--- src/rtl/dmem_pkg.sv ---
// Shared types for the data memory slice: FSM state encoding and the byte-lane merge helper.
package dmem_pkg;

  typedef enum logic [1:0] {
    INIT = 2'd0,
    IDLE = 2'd1,
    RESP = 2'd2
  } state_t;

  // Widest word the merge helper supports; callers zero-extend into it and truncate back.
  localparam int MAX_DATA_W = 1024;
  localparam int MAX_STRB_W = MAX_DATA_W / 8;

  function automatic logic [MAX_DATA_W-1:0] merge_bytes(
    input logic [MAX_DATA_W-1:0] old_word,
    input logic [MAX_DATA_W-1:0] new_word,
    input logic [MAX_STRB_W-1:0] strb
  );
    logic [MAX_DATA_W-1:0] res;
    res = old_word;
    for (int i = 0; i < MAX_STRB_W; i++) begin
      if (strb[i]) res[8*i +: 8] = new_word[8*i +: 8];
    end
    return res;
  endfunction

endpackage

--- src/rtl/dmem_array.sv ---
// Word storage with byte-lane writes and a combinational read port.
// Optional even-parity bit per word when DMEM_PARITY_EN is defined.
module dmem_array
  import dmem_pkg::*;
#(
  parameter  int DATA_W = 32,
  parameter  int DEPTH  = 32,
  localparam int ADDR_W = $clog2(DEPTH),
  localparam int STRB_W = DATA_W / 8
) (
  input  logic              clk,
  input  logic              we,
  input  logic [ADDR_W-1:0] addr,
  input  logic [DATA_W-1:0] wdata,
  input  logic [STRB_W-1:0] wstrb,
`ifdef DMEM_PARITY_EN
  input  logic              inj,
  output logic              perr,
`endif
  output logic [DATA_W-1:0] rdata,
  output logic [DATA_W-1:0] mdata
);

  logic [DATA_W-1:0] mem [DEPTH];

  assign rdata = mem[addr];
  assign mdata = DATA_W'(merge_bytes(MAX_DATA_W'(rdata), MAX_DATA_W'(wdata), MAX_STRB_W'(wstrb)));

  // Contents are established by the init sweep, so no reset on the storage.
  always_ff @(posedge clk) begin
    if (we) mem[addr] <= mdata;
  end

`ifdef DMEM_PARITY_EN
  logic [DEPTH-1:0] par;

  always_ff @(posedge clk) begin
    if (we) par[addr] <= (^mdata) ^ inj;
  end

  // A write reports the parity it is about to store, so only an injected flip shows up.
  assign perr = we ? inj : ((^rdata) != par[addr]);
`endif

endmodule

--- src/rtl/data_mem.sv ---
// Single-port data memory with valid/ready request and response channels and a power-up init sweep.
// Define DMEM_PARITY_EN to add per-word parity, the err_inject port and a live rsp_err.
module data_mem
  import dmem_pkg::*;
#(
  parameter  int DATA_W = 32,
  parameter  int DEPTH  = 32,
  localparam int ADDR_W = $clog2(DEPTH),
  localparam int STRB_W = DATA_W / 8
) (
  input  logic              clk,
  input  logic              rst_n,
  input  logic              req_valid,
  output logic              req_ready,
  input  logic              req_we,
  input  logic [ADDR_W-1:0] req_addr,
  input  logic [DATA_W-1:0] req_wdata,
  input  logic [STRB_W-1:0] req_wstrb,
`ifdef DMEM_PARITY_EN
  input  logic              err_inject,
`endif
  output logic              rsp_valid,
  input  logic              rsp_ready,
  output logic [DATA_W-1:0] rsp_rdata,
  output logic              rsp_err,
  output logic              init_done
);

  state_t            state;
  logic [ADDR_W-1:0] cnt;
  logic              accept;
  logic              arr_we;
  logic [ADDR_W-1:0] arr_addr;
  logic [DATA_W-1:0] arr_wdata;
  logic [STRB_W-1:0] arr_wstrb;
  logic [DATA_W-1:0] rdata;
  logic [DATA_W-1:0] mdata;
  logic [DATA_W-1:0] rsp_next;

  // A new request can enter whenever the response slot is empty or being drained this cycle.
  assign req_ready = (state == IDLE) || ((state == RESP) && rsp_ready);
  assign accept    = req_valid && req_ready;
  assign rsp_next  = req_we ? mdata : rdata;

  always_comb begin
    arr_we    = 1'b0;
    arr_addr  = req_addr;
    arr_wdata = req_wdata;
    arr_wstrb = req_wstrb;
    if (state == INIT) begin
      arr_we    = 1'b1;
      arr_addr  = cnt;
      arr_wdata = DATA_W'(cnt);
      arr_wstrb = '1;
    end else begin
      arr_we = accept && req_we;
    end
  end

`ifdef DMEM_PARITY_EN
  logic arr_inj;
  logic perr;
  logic err_q;

  assign arr_inj = (state != INIT) && err_inject;
  assign rsp_err = err_q;
`else
  assign rsp_err = 1'b0;
`endif

  dmem_array #(
    .DATA_W(DATA_W),
    .DEPTH (DEPTH)
  ) u_array (
    .clk  (clk),
    .we   (arr_we),
    .addr (arr_addr),
    .wdata(arr_wdata),
    .wstrb(arr_wstrb),
`ifdef DMEM_PARITY_EN
    .inj  (arr_inj),
    .perr (perr),
`endif
    .rdata(rdata),
    .mdata(mdata)
  );

  // Sweep, then alternate between waiting for a request and holding its response.
  always_ff @(posedge clk or negedge rst_n) begin
    if (!rst_n) begin
      state     <= INIT;
      cnt       <= '0;
      rsp_valid <= 1'b0;
      rsp_rdata <= '0;
      init_done <= 1'b0;
`ifdef DMEM_PARITY_EN
      err_q     <= 1'b0;
`endif
    end else begin
      case (state)
        INIT: begin
          cnt <= cnt + ADDR_W'(1);
          if (cnt == ADDR_W'(DEPTH - 1)) begin
            state     <= IDLE;
            init_done <= 1'b1;
          end
        end
        IDLE: begin
          if (accept) begin
            state     <= RESP;
            rsp_valid <= 1'b1;
            rsp_rdata <= rsp_next;
`ifdef DMEM_PARITY_EN
            err_q     <= perr;
`endif
          end
        end
        RESP: begin
          if (rsp_ready) begin
            if (accept) begin
              rsp_rdata <= rsp_next;
`ifdef DMEM_PARITY_EN
              err_q     <= perr;
`endif
            end else begin
              state     <= IDLE;
              rsp_valid <= 1'b0;
            end
          end
        end
        default: state <= INIT;
      endcase
    end
  end

endmodule

--- config.mk ---
export PLATFORM = sky130hd
export DESIGN_NAME = data_mem
export DESIGN_NICKNAME = d
export VERILOG_FILES = /design/src/rtl/dmem_pkg.sv /design/src/rtl/dmem_array.sv /design/src/rtl/data_mem.sv
export SDC_FILE = /design/constraint.sdc
export NUM_CORES = 1
export LEC_CHECK = 0
export ABC_AREA = 1
export BUFFER_PORTS_ARGS = -buffer_cell sky130_fd_sc_hd__buf_2
export CAP_MARGIN = 40
export CORE_UTILIZATION = 40
export DETAILED_ROUTE_END_ITERATION = 16
export SLEW_MARGIN = 20
export SYNTH_ARGS = -nofsm -noshare
export SYNTH_HDL_FRONTEND = slang
export SYNTH_SLANG_ARGS = --single-unit
--- constraint.sdc ---
create_clock -name clk -period 8.7 [get_ports clk]
set_input_delay 0.435 -clock clk [delete_from_list [all_inputs] [get_ports clk]]
set_output_delay 0.435 -clock clk [all_outputs]
set_load 0.005 [all_outputs]
; Yosys cells after proc, flatten, opt, wreduce, memory -nomap -nowiden
; Memory sizes are Yosys's and may differ from the RTL's.
; Cells that the tools add are included.
[totals]
register_bits = 41
memories = 1
output_inout_bits = 36
elab_cells = 47
mem_bits_ro = 0
latch_bits = 0
ramBits = 1024
[op_classes]
shift = 0
magnitude_cmp = 0
bitwise = 0
n_div = 0
n_eq_ne = 7
addsub = 1
n_reduce_logical = 10
muxes = 23
multipliers = 0
[mem_list]
columns = name, words, width, rd, rd_clocked_by_memory_dff, write_ports, line_no
row1 = u_array.mem, 32, 32, 1, 0, 1, dmem_array.sv:24  ; logic [DATA_W-1:0] mem [DEPTH];
[ops]
columns = op, n
row1 = $mux W32, 4
row2 = $pmux W32 S2, 1
row3 = $mux W8, 4
row4 = $mux W2, 4
row5 = $reduce_and A4 Y1, 2
row6 = $mux W1, 6
row7 = $ne A2 B2 Y1 const B, 3
row8 = $pmux W2 S3, 1
row9 = $add A5 B1 Y5 const B, 1
row10 = $eq A5 B5 Y1 const B, 1
row11 = $mux W5, 1
row12 = $mux W4, 1
row13 = $reduce_and A2 Y1, 2
row14 = $logic_and A1 B1 Y1, 3
row15 = $eq A2 B1 Y1 const B, 1
row16 = $eq A2 B2 Y1 const B, 1
row17 = $logic_not A2 Y1, 1
row18 = $ne A2 B1 Y1 const B, 1
row19 = $pmux W1 S2, 1
row20 = $reduce_bool A2 Y1, 1
row21 = $logic_or A1 B1 Y1, 1

; Depth between registers and ports, before layout
[logic_depth]
ltp_word = 8
mapped_depth = 17

; Modules after synthesis
; From an unflattened synthesis, not the netlist that was laid out.
[unflattened]
cells_unflattened = 4546
area_unflattened_um2 = 45369.8
[by_module_without_submodules]
columns = mod, area_per_inst_um2, seq_area_each_um2, instances, cells_per_inst
row1 = dmem_array, 42888.6, 30749.5, 1, 4163
row2 = data_mem, 2481.1, 1026.0, 1, 383

; Worst setup path before layout
; No wires, ideal clock.
[synth_timing]
kind = flip-flop to flip-flop
start = register state[0]
end = memory u_array.mem[11][0] (enable)
setup_slack_ns = 5.340
t_arrival_ns = 2.939
period_less_slack_ns = 3.360
stages_incl_launch_ff = 10
path_buffers = 0
t_required_ns = 8.279
path_cell_list = dfrtp_1 nor2_1 inv_1 nor2_1 inv_1 nand2_1 nand2_1 o21ai_0 nand4_1 nor2_1
[synth_via]
elab_chain_cells = 8
word_cells_on_any_way = 11
classes_between = 2 x eq/ne / 4 x mux / 5 x reduce/logical
[synth_lines]
columns = element, line_no
row1 = from (decl), data_mem.sv:29  ; state_t state;
row2 = from (signal assigned), data_mem.sv:91  ; state <= INIT;
row3 = from (signal assigned), data_mem.sv:104  ; state <= IDLE;
row4 = from (signal assigned), data_mem.sv:110  ; state <= RESP;
row5 = $eq A2 B2 Y1, data_mem.sv:41  ; assign req_ready = (state == IDLE) || ((state == RESP) && rsp_ready);
row6 = $logic_and A1 B1 Y1, data_mem.sv:41
row7 = $logic_or A1 B1 Y1 (*), data_mem.sv:41
row8 = named net req_ready, data_mem.sv:14  ; output logic req_ready,
row9 = $logic_and A1 B1 Y1 (*), data_mem.sv:42  ; assign accept = req_valid && req_ready;
row10 = $logic_and A1 B1 Y1 (*), data_mem.sv:56  ; arr_we = accept && req_we;
row11 = $mux W1 (*), data_mem.sv:50  ; if (state == INIT) begin
row12 = $mux W1 (*), dmem_array.sv:31  ; if (we) mem[addr] <= mdata;
row13 = $mux W1 (not written as such) (*), dmem_array.sv:31
row14 = to (decl), dmem_array.sv:24
; Mark *: on every way through the listed nets, which the timed path passes. The rest lies on a longest branch.

; Final worst setup path
[layout_timing]
start = register state[0]
end = memory u_array.mem[4][18] (data pin)
[layout_via]
elab_chain_cells = 4
word_cells_on_any_way = 6
classes_between = 4 x mux / 1 x reduce/logical / 1 x memory
[layout_lines]
columns = element, line_no
row1 = $logic_not A2 Y1 (*), data_mem.sv:50
row2 = $mux W5, data_mem.sv:50
row3 = $mem_v2 Z32 W32, --
row4 = $mux W8 (*), dmem_pkg.sv:22  ; if (strb[i]) res[8*i +: 8] = new_word[8*i +: 8];
row5 = named net mdata[18], data_mem.sv:37  ; logic [DATA_W-1:0] mdata;
; Marked as above.

==> results.txt <==
The final weighted congestion in routability-driven placement is around 0.83. The antenna cell count is 0. The net switching share of the total power came out at 0.3931.

The mean instance size in the synthesized netlist is roughly 10 um^2. The die covers 116,800 um^2. The internal portion of the total power is approximately 11 mW. Across every metal layer, demand over resource in global routing totals 0.2363. The remaining max-slew budget at the tightest pin came out at 0.2668. The number of input and output port buffers inserted is 80.

The required time of the critical path is 9.11 ns. The combinational family with the most area after synthesis is simple AND/OR/NAND/NOR gates. The kind of cell with the highest combined delay along the critical path is simple AND/OR/NAND/NOR gates. The cell with the largest stage delay on the worst path is nand2_4. The leakage power of the design came out at 21.93 nW. The number of antenna violations at the first check in global routing came out at 2. The number of standard cells after synthesis came out at between 4k and 5k. The number of buffers added to fix hold violations after cts is 1. The largest single stage delay on the critical path is 0.58 ns. The adder-cell share of the synthesized area came out at 0.0005419.

The number of violations of the max-capacitance limit is 0. The number of antenna-violating nets in the routed design is 0. The net count after synthesis is ~4.6k. Measured against the total synthesized area, the mux share comes to 0. The wire length of the first global-routing pass is 204,700 um.

Traced cell by cell, the critical path runs through nor2_2 > nand2_4 > buf_12 > buf_4 > nand3_1 > nand2_1 > nand2_1 > nand2_1 > nand2_1 > nand2_1 > nor2_1 > nand2_1 > nand2_1 > nand2_1 > buf_8. The floorplan die width is around 340 um. The tree is rooted in a clkbuf_16. The detailed-route vias per instance is between 5 and 6. The count of different cell masters after synthesis came out at 29. The setup-violating endpoint count in the final report came out at 0. The largest voltage drop on the vdd net is roughly 0.29 mV. The power spent charging and discharging nets came out at 7.354 mW. The fraction of the mapped netlist area in compound gates is 0.002195. During synthesis, Yosys emitted a total of 0 warnings.

Along the worst path, the maximum fanout reaches about 160. Data arrives at the worst endpoint at 5.17 ns. The buffer and inverter count on the worst path is 3. Setup repair after global routing left no endpoint under its margin. The die span in y is approximately 340 um. The critical path is of the flip-flop to flip-flop type. The H-tree depth is 3. The detailed router used layers up to and including met4. The standard-cell row count came out at between 100 and 150. After detailed routing, the total wire length is ~140,000 um.

The number of hold-slack violations in the final timing report came to 0. Of the total synthesized cell area, the portion taken by AND, OR, NAND and NOR gates is 0.2733. For this block, the initial DRC count from the detailed router was around 4k.

The clock slew at the register clock pins of the worst setup and hold paths is roughly 0.06 ns. The count of pins on the block boundary came out at 82. The tightest min-delay check is of the primary input to flip-flop type. The detailed router put a total of approximately 60,000 um of wire on met1.

The count of instances resized after the clock tree is built is 0. The share of cells above drive strength 1 came out at 0.08638. The post-route worst hold slack is ~0.067 ns. The sum of overflow across all layers after global routing came out at 0.

The final critical delay including setup and external delays came out at ~4.8 ns. The top achievable clock speed is 0.2101 GHz. The post-CTS setup repair buffer count is 0.

The number of clock sinks seen by CTS came out at 1,065. The combinational group share of total power is 0.377. The kind of end point of the critical path is a flip-flop. Wire segments on met2 add up to just over 60,000 um in the final route. The effective utilization at floorplan came out at 0.4038. Of the total synthesized cell area, the portion taken by XOR and XNOR cells is 0.0005690. The number of buffers between clock root and the deepest sink is 3.

The clock tree from TritonCTS is built. Clock latency on the worst-skew pair, taken at its later pin, is between 0.6 and 0.7 ns. The number of vias after detailed routing came out at between 30k and 40k. The post-route setup TNS came out at 0 ns. The synthesized flop and latch total is ~1.1k. The pin count of the biggest net entering global routing is 186. The sequential fraction of design power came out at 0.375. The total power density per cell area is 357.8 nW/um^2.

The sort of element at the start of the critical path is a flip-flop. The area overhead of the layout relative to synthesis came out at 13.23%. Summing every instance area after synthesis gives between 40,000 and 50,000 um^2.

The worst-margin pin slew is around 1.1 ns. The sequential fraction of the synthesis area is 0.6881. The total DRC errors in the routed layout is 0.

The total half-perimeter wirelength after legalization and detailed placement is around 76,000 um. The total non-filler cell area in the finished layout came out at 52,290 um^2. The fraction of power consumed by the clock network is 0.247.

The number of slew-limit violations in the final report is 0. The number of buffers created by CTS came out at between 100 and 150. Once placement finished, the instance area stood at just under 50,000 um^2. Between clock sinks in the finished design, the worst skew comes to between 0.02 and 0.03 ns.

For this run, the detailed router's first-pass iteration total came to 6. After the last flow step, the layout net total stands at 4,659. The detailed-route wire length per cell is ~23 um.

The area inside the core boundary came out at approximately 110,000 um^2. The run finished with clean final reports. The routed design uses approximately 14,000 um of met3 wire. The cell that appears most often on the critical path is nand2_1. The post-route clock period utilization came out at 0.5471. The via count of the first global-routing pass was 30.34k.
[cells in the final DEF, fill, tap and decap left out, types with 3 or more instances in the layout]
cell type / count
a21boi_0: 3
a21oi_1: 3
buf_12: 7
buf_16: 11
buf_2: 81
buf_4: 76
buf_6: 3
buf_8: 24
bufinv_16: 11
clkbuf_1: 30
clkbuf_16: 112
clkinv_1: 24
clkinv_2: 18
dfrtp_1: 41
edfxtp_1: 1024
inv_1: 51
inv_2: 6
inv_6: 3
nand2_1: 2439
nand2_2: 4
nand3_1: 589
nor2_1: 74
nor2_4: 38
o21ai_0: 3
[metal layers]
layer,global-route usage,up-vias
met3,0.04444,218
met4,0.06568,0
met2,0.3546,1621
met1,0.3492,15920
met5,0,-
li1,-,15280
[state kept, by name, indices dropped and copies added, names as in the netlist]
name and cells:
rsp_rdata 32, state 2, rsp_valid 1, u_array.mem 1024, init_done 1, cnt 5
[synth_stat cells]
cell,number,share of area
o211ai_1,1,0.00016
nand2_2,4,0.00054
buf_2,178,0.019
inv_2,6,0.00049
buf_4,5,0.00081
o22ai_1,2,0.00027
edfxtp_1,1024,0.67
nor3_4,1,0.00035
clkbuf_1,37,0.0030
inv_1,53,0.0043
dfrtp_1,41,0.022
nand2_1,2441,0.20
buf_6,21,0.0051
buf_1,27,0.0022
conb_1,1,0.000081
nor2_1,107,0.0087
o21ai_1,1,0.00011
a21oi_4,1,0.00035
xnor2_1,1,0.00019
xor2_1,2,0.00038
a21boi_0,3,0.00049
o21ai_0,3,0.00033
nor2_2,7,0.00095
a21oi_1,3,0.00033
ha_1,2,0.00054
nand3_1,589,0.064
nor3_2,1,0.00022
nand4_1,2,0.00027
a21o_1,1,0.00016
[cells by family after synthesis]
family	Yosys count
and+or+nand+nor	3152
AOI/OAI and AO/OA	15
xor gates and xnor gates	3
buffers and inverters	327
DFF	1065
adders and majority gates	2
other	1
[worst reg2reg max path: stages, from the launching register on]
cell,delay (ns)
dfrtp_1,0.45
nor2_2,0.56
nand2_4,0.58
buf_12,0.43
buf_4,0.74
nand3_1,0.19
nand2_1,0.08
nand2_1,0.05
nand2_1,0.06
nand2_1,0.06
nand2_1,0.07
nor2_1,0.37
nand2_1,0.11
nand2_1,0.10
nand2_1,0.33
buf_8,0.30
[through the flow]
stage               power [mW]  setup WS, ns  utilization  instances
floorplan                11.58         5.340            -       4565
global placement         13.80         3.616       0.4204       5970
detailed placement       14.06         3.656       0.4258       6005
CTS                      18.67         3.634       0.4563       6206
global route             19.68         3.606       0.4573       6212
finish                   18.71         3.940       0.4573       6212
[worst paths after layout]
kind | from | to | slack, ns | cells past startpoint
setup / recovery | state[0] | u_array.mem[4][18] | 3.94 | 15
max in group asynchronous | rst_n | rsp_rdata[23] | 7.70 | 3
hold / removal | req_valid | rsp_valid | 0.07 | 3
hold reg to reg | rsp_rdata[19] | rsp_rdata[19] | 0.47 | 2
setup reg to reg | state[0] | u_array.mem[4][18] | 3.94 | 15
min in group asynchronous | rst_n | rsp_rdata[8] | 0.48 | 3
[power by group through the flow]
stage / registers [mW] / logic [mW] / clock network (mW)
4_1_cts: 7.02 / 6.96 / 4.68
3_3_place_gp: 7.16 / 6.63 / 0
6_report: 7.02 / 7.06 / 4.63
3_5_place_dp: 7.13 / 6.93 / 0
2_1_floorplan: 7.14 / 4.44 / 0
5_1_grt: 7.05 / 7.77 / 4.86
[layout make-up]
cell class                 instances  area [um^2]
fill                           10590        62060
sequential                      1065        31780
multi-input combinational       3173        13090
clock buffer                     142         2915
tap                             1512         1892
timing repair buffer             203         1823
clock inverter                    58        564.3
inverter                          59        229.0
Power figures use the tool's default switching activity.
